**src/rtl/alu_rr_scheduler.sv**
```systemverilog
// Round-robin front end that shares one external combinational ALU between NUM_REQ requesters.
// Optional macro ALU_SCHED_ILLEGAL_OP_EN: opcodes >= 13 bypass the ALU and answer with rsp_err.
module alu_rr_scheduler #(
    parameter int unsigned NUM_REQ = 4,
    parameter int unsigned WIDTH   = 32,
    parameter int unsigned MUL_LAT = 3
) (
    input  logic                       clk,
    input  logic                       rst_n,
    input  logic [NUM_REQ-1:0]         req_valid,
    output logic [NUM_REQ-1:0]         req_ready,
    input  logic [4*NUM_REQ-1:0]       req_opcode,
    input  logic [WIDTH*NUM_REQ-1:0]   req_a,
    input  logic [WIDTH*NUM_REQ-1:0]   req_b,
    input  logic [5*NUM_REQ-1:0]       req_shamt,
    output logic [3:0]                 alu_opcode,
    output logic [WIDTH-1:0]           alu_input1,
    output logic [WIDTH-1:0]           alu_input2,
    output logic [4:0]                 alu_shiftValue,
    input  logic [WIDTH-1:0]           alu_result,
    input  logic                       alu_carryFlag,
    input  logic                       alu_zeroFlag,
    input  logic                       alu_overFlowFlag,
    output logic                       rsp_valid,
    input  logic                       rsp_ready,
    output logic [$clog2(NUM_REQ)-1:0] rsp_id,
    output logic [WIDTH-1:0]           rsp_result,
    output logic                       rsp_carry,
    output logic                       rsp_zero,
    output logic                       rsp_ovf,
    output logic                       rsp_err,
    output logic                       busy
);

    localparam int unsigned IdW  = $clog2(NUM_REQ);
    localparam int unsigned CntW = (MUL_LAT > 1) ? $clog2(MUL_LAT) : 1;
    localparam logic [3:0]  OpSub = 4'd1;
    localparam logic [3:0]  OpMul = 4'd4;
    localparam logic [3:0]  OpAdd = 4'd5;

    typedef enum logic [1:0] {StIdle, StExec, StResp} state_e;

    state_e            state_q, state_d;
    logic [IdW-1:0]    ptr_q, ptr_d;
    logic [CntW-1:0]   cnt_q, cnt_d;
    logic [3:0]        op_q, op_d;
    logic [WIDTH-1:0]  a_q, a_d, b_q, b_d;
    logic [4:0]        sh_q, sh_d;
    logic              rsp_valid_q, rsp_valid_d;
    logic [IdW-1:0]    rsp_id_q, rsp_id_d;
    logic [WIDTH-1:0]  rsp_result_q, rsp_result_d;
    logic              rsp_carry_q, rsp_carry_d;
    logic              rsp_zero_q, rsp_zero_d;
    logic              rsp_ovf_q, rsp_ovf_d;
    logic              rsp_err_q, rsp_err_d;

    logic [NUM_REQ-1:0] hi_mask, hi_valid, pick_vec;
    logic [IdW-1:0]     win;
    logic               can_grant;
    logic [3:0]         sel_op;
    logic [WIDTH-1:0]   sel_a, sel_b;
    logic [4:0]         sel_sh;
    logic               sel_illegal;
    logic               flagged_op;

    // Requesters above the pointer win first; otherwise wrap to the lowest valid index.
    always_comb begin
        for (int i = 0; i < int'(NUM_REQ); i++) begin
            hi_mask[i] = (i > int'(ptr_q));
        end
        hi_valid = req_valid & hi_mask;
        pick_vec = (|hi_valid) ? hi_valid : req_valid;
        win      = '0;
        for (int i = int'(NUM_REQ) - 1; i >= 0; i--) begin
            if (pick_vec[i]) begin
                win = IdW'(i);
            end
        end
        can_grant = rst_n && (state_q == StIdle) && (|req_valid);
        sel_op    = '0;
        sel_a     = '0;
        sel_b     = '0;
        sel_sh    = '0;
        req_ready = '0;
        for (int i = 0; i < int'(NUM_REQ); i++) begin
            if (win == IdW'(i)) begin
                sel_op       = req_opcode[4*i +: 4];
                sel_a        = req_a[WIDTH*i +: WIDTH];
                sel_b        = req_b[WIDTH*i +: WIDTH];
                sel_sh       = req_shamt[5*i +: 5];
                req_ready[i] = can_grant;
            end
        end
    end

`ifdef ALU_SCHED_ILLEGAL_OP_EN
    assign sel_illegal = (sel_op >= 4'd13);
`else
    assign sel_illegal = 1'b0;
`endif

    assign flagged_op = (op_q == OpAdd) || (op_q == OpSub);

    always_comb begin
        state_d      = state_q;
        ptr_d        = ptr_q;
        cnt_d        = cnt_q;
        op_d         = op_q;
        a_d          = a_q;
        b_d          = b_q;
        sh_d         = sh_q;
        rsp_valid_d  = rsp_valid_q;
        rsp_id_d     = rsp_id_q;
        rsp_result_d = rsp_result_q;
        rsp_carry_d  = rsp_carry_q;
        rsp_zero_d   = rsp_zero_q;
        rsp_ovf_d    = rsp_ovf_q;
        rsp_err_d    = rsp_err_q;
        unique case (state_q)
            StIdle: begin
                if (can_grant) begin
                    ptr_d = win;
                    if (sel_illegal) begin
                        // ALU operand registers are left untouched for rejected opcodes.
                        state_d      = StResp;
                        rsp_id_d     = win;
                        rsp_result_d = '0;
                        rsp_carry_d  = 1'b0;
                        rsp_zero_d   = 1'b0;
                        rsp_ovf_d    = 1'b0;
                        rsp_err_d    = 1'b1;
                    end else begin
                        state_d = StExec;
                        op_d    = sel_op;
                        a_d     = sel_a;
                        b_d     = sel_b;
                        sh_d    = sel_sh;
                        cnt_d   = (sel_op == OpMul) ? CntW'(MUL_LAT - 1) : '0;
                    end
                end
            end
            StExec: begin
                if (cnt_q == '0) begin
                    state_d      = StResp;
                    rsp_valid_d  = 1'b1;
                    rsp_id_d     = ptr_q;
                    rsp_result_d = alu_result;
                    rsp_zero_d   = alu_zeroFlag;
                    rsp_carry_d  = flagged_op & alu_carryFlag;
                    rsp_ovf_d    = flagged_op & alu_overFlowFlag;
                    rsp_err_d    = 1'b0;
                end else begin
                    cnt_d = cnt_q - 1'b1;
                end
            end
            StResp: begin
                // A rejected opcode enters here with rsp_valid low and raises it one edge later.
                if (!rsp_valid_q) begin
                    rsp_valid_d = 1'b1;
                end else if (rsp_ready) begin
                    rsp_valid_d = 1'b0;
                    state_d     = StIdle;
                end
            end
            default: state_d = StIdle;
        endcase
    end

    always_ff @(posedge clk or negedge rst_n) begin
        if (!rst_n) begin
            state_q      <= StIdle;
            ptr_q        <= IdW'(NUM_REQ - 1);
            cnt_q        <= '0;
            op_q         <= '0;
            a_q          <= '0;
            b_q          <= '0;
            sh_q         <= '0;
            rsp_valid_q  <= 1'b0;
            rsp_id_q     <= '0;
            rsp_result_q <= '0;
            rsp_carry_q  <= 1'b0;
            rsp_zero_q   <= 1'b0;
            rsp_ovf_q    <= 1'b0;
            rsp_err_q    <= 1'b0;
        end else begin
            state_q      <= state_d;
            ptr_q        <= ptr_d;
            cnt_q        <= cnt_d;
            op_q         <= op_d;
            a_q          <= a_d;
            b_q          <= b_d;
            sh_q         <= sh_d;
            rsp_valid_q  <= rsp_valid_d;
            rsp_id_q     <= rsp_id_d;
            rsp_result_q <= rsp_result_d;
            rsp_carry_q  <= rsp_carry_d;
            rsp_zero_q   <= rsp_zero_d;
            rsp_ovf_q    <= rsp_ovf_d;
            rsp_err_q    <= rsp_err_d;
        end
    end

    assign alu_opcode     = op_q;
    assign alu_input1     = a_q;
    assign alu_input2     = b_q;
    assign alu_shiftValue = sh_q;
    assign rsp_valid      = rsp_valid_q;
    assign rsp_id         = rsp_id_q;
    assign rsp_result     = rsp_result_q;
    assign rsp_carry      = rsp_carry_q;
    assign rsp_zero       = rsp_zero_q;
    assign rsp_ovf        = rsp_ovf_q;
    assign busy           = (state_q != StIdle);

`ifdef ALU_SCHED_ILLEGAL_OP_EN
    assign rsp_err = rsp_err_q;
`else
    assign rsp_err = 1'b0;
`endif

endmodule

```
**config.mk**
```make
export PLATFORM = sky130hd
export DESIGN_NAME = alu_rr_scheduler
export DESIGN_NICKNAME = d
export VERILOG_FILES = /design/src/rtl/alu_rr_scheduler.sv
export SDC_FILE = /design/constraint.sdc
export NUM_CORES = 1
export LEC_CHECK = 0
export BUFFER_PORTS_ARGS = -buffer_cell sky130_fd_sc_hd__buf_2
export CAP_MARGIN = 15
export CORE_AREA = 2 2 176 178
export CTS_BUF_LIST = sky130_fd_sc_hd__clkbuf_4
export CTS_CLUSTER_DIAMETER = 150
export DETAILED_ROUTE_END_ITERATION = 10
export DIE_AREA = 0 0 178 180
export SLEW_MARGIN = 20
export SYNTH_ARGS = -nofsm -noshare
export SYNTH_HDL_FRONTEND = slang
export SYNTH_SLANG_ARGS = --single-unit
```
**constraint.sdc**
```tcl
create_clock -name clk -period 3.5 [get_ports clk]
set_input_delay 1.05 -clock clk [delete_from_list [all_inputs] [get_ports clk]]
set_output_delay 1.05 -clock clk [all_outputs]
set_load 0.01 [all_outputs]
```
After elaboration in Yosys (flattened, before gate mapping)
Cells that the tools add are included.
{"block": "classes", "addsub": 1, "n_mul": 0, "div_mod_pow": 0, "n_lt_le_gt_ge": 3, "eq_ne": 13, "n_shift": 0, "n_mux": 38, "bitwise": 3, "reduce_logical": 16}
{"operator": "$mux 32", "n": 8}
{"operator": "$mux 2", "n": 11}
{"operator": "$mux 4", "n": 5}
{"operator": "$mux 5", "n": 4}
{"operator": "$ne 2x2->1 const B", "n": 5}
{"operator": "$eq 4x3->1 const B", "n": 2}
{"operator": "$reduce_or 4->1", "n": 2}
{"operator": "$mux 1", "n": 7}
{"operator": "$eq 2x2->1 const B", "n": 3}
{"operator": "$logic_not 2->1", "n": 3}
{"operator": "$pmux 2 s3", "n": 1}
{"operator": "$reduce_and 2->1", "n": 3}
{"operator": "$reduce_bool 2->1", "n": 3}
{"operator": "$and 4x4->4", "n": 1}
{"operator": "$eq 2x1->1 const B", "n": 2}
{"operator": "$eq 4x1->1 const B", "n": 1}
{"operator": "$gt 2x2->1 const A", "n": 2}
{"operator": "$pmux 2 s2", "n": 1}
{"operator": "$reduce_and 4->1", "n": 1}
{"operator": "$reduce_and 3->1", "n": 1}
{"operator": "$and 1x1->1", "n": 2}
{"operator": "$gt 1x2->1 const A", "n": 1}
{"operator": "$logic_and 1x1->1", "n": 2}
{"operator": "$pmux 1 s2", "n": 1}
{"operator": "2 further kinds", "n": 2}
{"block": "totals", "reg_bits": 117, "latch_bits": 0, "ramBits": 0, "rom_bits": 0, "word_cells": 87, "mem_count": 0}

Depth between registers and ports, before layout
{"block": "logic_depth", "depth_word": 17, "ltp_mapped": 8, "ltp_nobuf": 7}

Worst setup path before layout
OpenSTA, ideal clock, no wires.
{"block": "synth_path", "path_type": "input to output", "start": "in req_valid[1]", "end": "out req_ready[0]", "t_arrival_ns": 2.227, "slack_ns": 0.223, "cell_stages": 5, "path_buffers": 2, "cell_sequence": "or4_1 nand3_1 buf_4 buf_2 nor3_1"}
{"block": "synth_via", "elab_chain_len": 9}
{"element": "start: declaration", "line": "10", "source": "input logic [NUM_REQ-1:0] req_valid,"}
{"element": "$and 4x4->4", "line": "71", "source": "hi_valid = req_valid & hi_mask;"}
{"element": "$reduce_or 4->1", "line": "72", "source": "pick_vec = (|hi_valid) ? hi_valid : req_valid;"}
{"element": "$mux 4", "line": "72"}
{"element": "$mux 2 (4 in a row)", "line": "75", "source": "if (pick_vec[i]) begin"}
{"element": "$logic_not 2->1", "line": "86", "source": "if (win == IdW'(i)) begin"}
{"element": "$mux 1 (*)", "line": "86"}
{"element": "end: declaration", "line": "11", "source": "output logic [NUM_REQ-1:0] req_ready,"}
Mark *: on every way between the ends. The rest lies on a longest branch, timed or not.

Final worst setup path
{"block": "layout_path", "start": "in req_valid[1]", "end": "out req_ready[3]"}
{"block": "layout_via", "elab_chain_len": 9}
{"element": "$and 4x4->4", "line": "71"}
{"element": "$reduce_or 4->1", "line": "72"}
{"element": "$mux 4", "line": "72"}
{"element": "$mux 2 (4 in a row)", "line": "75"}
{"element": "$eq 2x2->1", "line": "86"}
{"element": "$mux 1 (*)", "line": "86"}
Marked as above.

==> results.yml <==
sta:
  finalCritPeriodShare_pct: 95.0
  rsz0062_at_grt: "no"
  maxSlewHeadroom_pct: 46.7
  setup_tns_ps: 0
  fin_worst_skew_ps: 18.9
  drv_slew: 0
  setup_viol: 0
  period_minus_slack_ps: 3330
  timing_hold_violations_final: 0
  worstMarginPinSlew_ps: 800
  timing.fmax_mhz: 301
clock_tree:
  clk_pin_slew_worst_paths_ps: 110
  clock_latency_ps: 550
  hold_buffers: 0
  cts_setup_buffers: 0
  cts_root_buf: "clkbuf_4"
  clockBufferDepth: 2
  cts_resized: 0
  numCtsBuffers: 17
  cts_num_sinks: 117
  htreeDepth: 4
  cts_tree: "done"
drt:
  post-route-drc-count: 0
  drt-pass1-iter-count: 5
  routed_via_density: 4.53
  drt_wl_total_mm: 25.8
  drt-wirelength-per-cell_microns: 15.5
  ant_nets: 0
  vias: 7526
  initialDrtViolationCount: 294
floorplanning:
  dieHeight_microns: 180
  pin_count: 451
  chipWidth_microns: 178
  initial_core_util_pct: 22.6
  dieArea_sq_um: 32000
  rows: 64
  core_sq_um: 30200
synth:
  yosysUniqueCellTypes: 39
  ys_seq_elements: 117
  syn_area_per_cell_sq_um: 8.16
  synth_cells: 836
  yosysWarnings: 0
  syn_area_sq_um: 6820
  yosysSeqAreaShare_pct: 42.9
  syn_nets: 1171
worst_setup_path:
  startpoint_type: "input port"
  worstSetupPathType: "in -> out"
  crit_fanout: 9
  cp.arrival_ps: 2280
  crit_path_end_kind: "output pin"
  worstPathRequired_ps: 2450
pwr:
  p_seq_share_pct: 32.0
  swShare_pct: 44.4
  irDropWorstVdd_mv: 0.459
  p_sw_mw: 3.31
  power_mw: 7.44
  clkPwrFrac_pct: 12.2
  pwr-share-comb_pct: 55.8
  pwr_density_cell_nw_per_um2: 772
  p_int_mw: 4.14
  leakage_nw: 5.39
global_route:
  grt_max_degree: 108
  grt.overflow.total: 0
  antenna_found_initial: 3
  track_usage_pct: 15.7
  grt_pass1_vias: 7123
  grt_pass1_wl_mm: 38.8
final_layout:
  nets: 1586
  area_growth_pct: 41.2
  layout-drive-gt1-share_pct: 42.9
hold_path:
  worstHoldPathType: "in -> async"
placed_design:
  io_buffers: 449
  dp_hpwl_mm: 19.7
  gp_congestion: 0.855
job:
  maxCapViolCount: 0
outcome:
  status: "completed"
[power by group through the flow]
stage	Clock, mW	Combinational [mW]	Sequential [mW]
after floorplan	0	2.39	2.69
after global placement	0	4.16	2.38
after CTS	0.977	4.20	2.38
after global routing	1.04	4.61	2.46
final	0.908	4.15	2.38
after detailed placement	0	4.20	2.40
[worst max-delay path, stage by stage]
cell and delay, ps:
buf_2 120, o21a_1 240, a211o_4 410, nor3_1 250, buf_2 190
[cell families after synthesis]
logic type               Yosys count  synth area share (%)
AO/OA/AOI/OAI                     86                  9.52
adder cells (fa/ha/maj)            1                 0.183
buffers and inverters             72                  5.67
flip-flops                       117                  42.9
multiplexers                      49                  7.92
other                              1                0.0550
AND/OR/NAND/NOR                  510                  33.7
[registers in the layout, summed over array words and instances, names as in the netlist]
| signal | flops |
|---|---|
| cnt_q | 2 |
| rsp_carry | 1 |
| ptr_q | 2 |
| rsp_id | 2 |
| alu_input2 | 32 |
| rsp_ovf | 1 |
| state_q | 2 |
| alu_input1 | 32 |
| alu_shiftValue | 5 |
| rsp_result | 32 |
| alu_opcode | 4 |
| rsp_zero | 1 |
| rsp_valid | 1 |
[layer usage]
layer | share of wire (%) | routed length, microns | GRT usage (%)
met4 | 2.6 | 659 | 6.49
met3 | 6.6 | 1710 | 3.66
met5 | 0 | 0 | 0
met2 | 50 | 12800 | 26.8
met1 | 41 | 10600 | 18.8
[through the flow]
step                      area, sq um  util (%)  setup WS [ps]  hold WS [ps]  instances
after global routing             9640      31.9           94.8           397       1662
after floorplan                  6820         -            223           459        836
final                            9640      31.9            174           459       1662
after global placement           9360      31.0            127           455       1627
after CTS                        9600      31.8            161           483       1658
after detailed placement         9360      31.0            110           460       1627
[cells in the final DEF (no fill, tap or decap), types with 3 or more instances in the layout]
master / Yosys / routed
and3_1: 138 / 138
mux2_2: 40 / 40
dfrtp_1: 115 / 115
buf_4: 2 / 13
nand2b_1: 3 / 3
clkbuf_4: 0 / 18
mux2i_1: 9 / 9
clkinv_2: 0 / 3
clkinvlp_4: 0 / 3
o31ai_1: 69 / 69
inv_1: 4 / 4
buf_2: 33 / 448
diode_2: 0 / 3
o21ai_0: 3 / 3
nand2_1: 352 / 351
nor3_1: 4 / 4
nor2_1: 4 / 4
[final cells by class]
cell class,instances,area [sq um]
multi-input cells,647,3540
diodes,3,7.51
repair buffers,464,2400
clock inverters,13,110
fillers,3262,20600
flip-flops and latches,117,2930
clock buffers,18,135
inverters,4,15.0
well taps,396,495
[Yosys cell counts (all sizes together)]
cell / instances / area (sq um)
buf: 45 / 285
a31oi: 1 / 6.26
dfstp: 2 / 52.6
conb: 1 / 3.75
nand3: 2 / 10.0
nand2b: 3 / 18.8
and3b: 1 / 8.76
a211o: 1 / 8.76
dfrtp: 115 / 2880
inv: 4 / 15.0
a21oi: 1 / 5.00
and2: 2 / 12.5
or4: 1 / 7.51
nor2: 4 / 15.0
mux2i: 9 / 90.1
nand3b: 1 / 7.51
a21bo: 1 / 10.0
a32oi: 1 / 8.76
nor3: 4 / 20.0
nand2: 352 / 1320
o21a: 1 / 7.51
and3: 138 / 863
nor4b: 1 / 8.76
a21o: 2 / 15.0
o41ai: 1 / 16.3
nor3b: 1 / 7.51
a22o: 2 / 17.5
o21ai: 3 / 15.0
a22oi: 1 / 7.51
ha: 1 / 12.5
mux2: 40 / 450
clkbuf: 23 / 86.3
a211oi: 1 / 7.51
o31ai: 69 / 518
o22ai: 1 / 6.26
[final timing paths]
| kind | from | end | slack, ps | cells after the start |
|---|---|---|---|---|
| max | req_valid[1] | req_ready[3] | 170 | 5 |
| min | rst_n | rsp_result[18] | 460 | 2 |
| max reg2reg | ptr_q[1] | alu_input2[8] | 880 | 7 |
| min reg2reg | alu_input2[26] | alu_input2[26] | 480 | 2 |
| max in group asynchronous | rst_n | alu_input1[31] | 2100 | 3 |
| min in group clk | alu_input2[26] | alu_input2[26] | 480 | 2 |
Note: power is estimated with default switching activity, not from simulation.
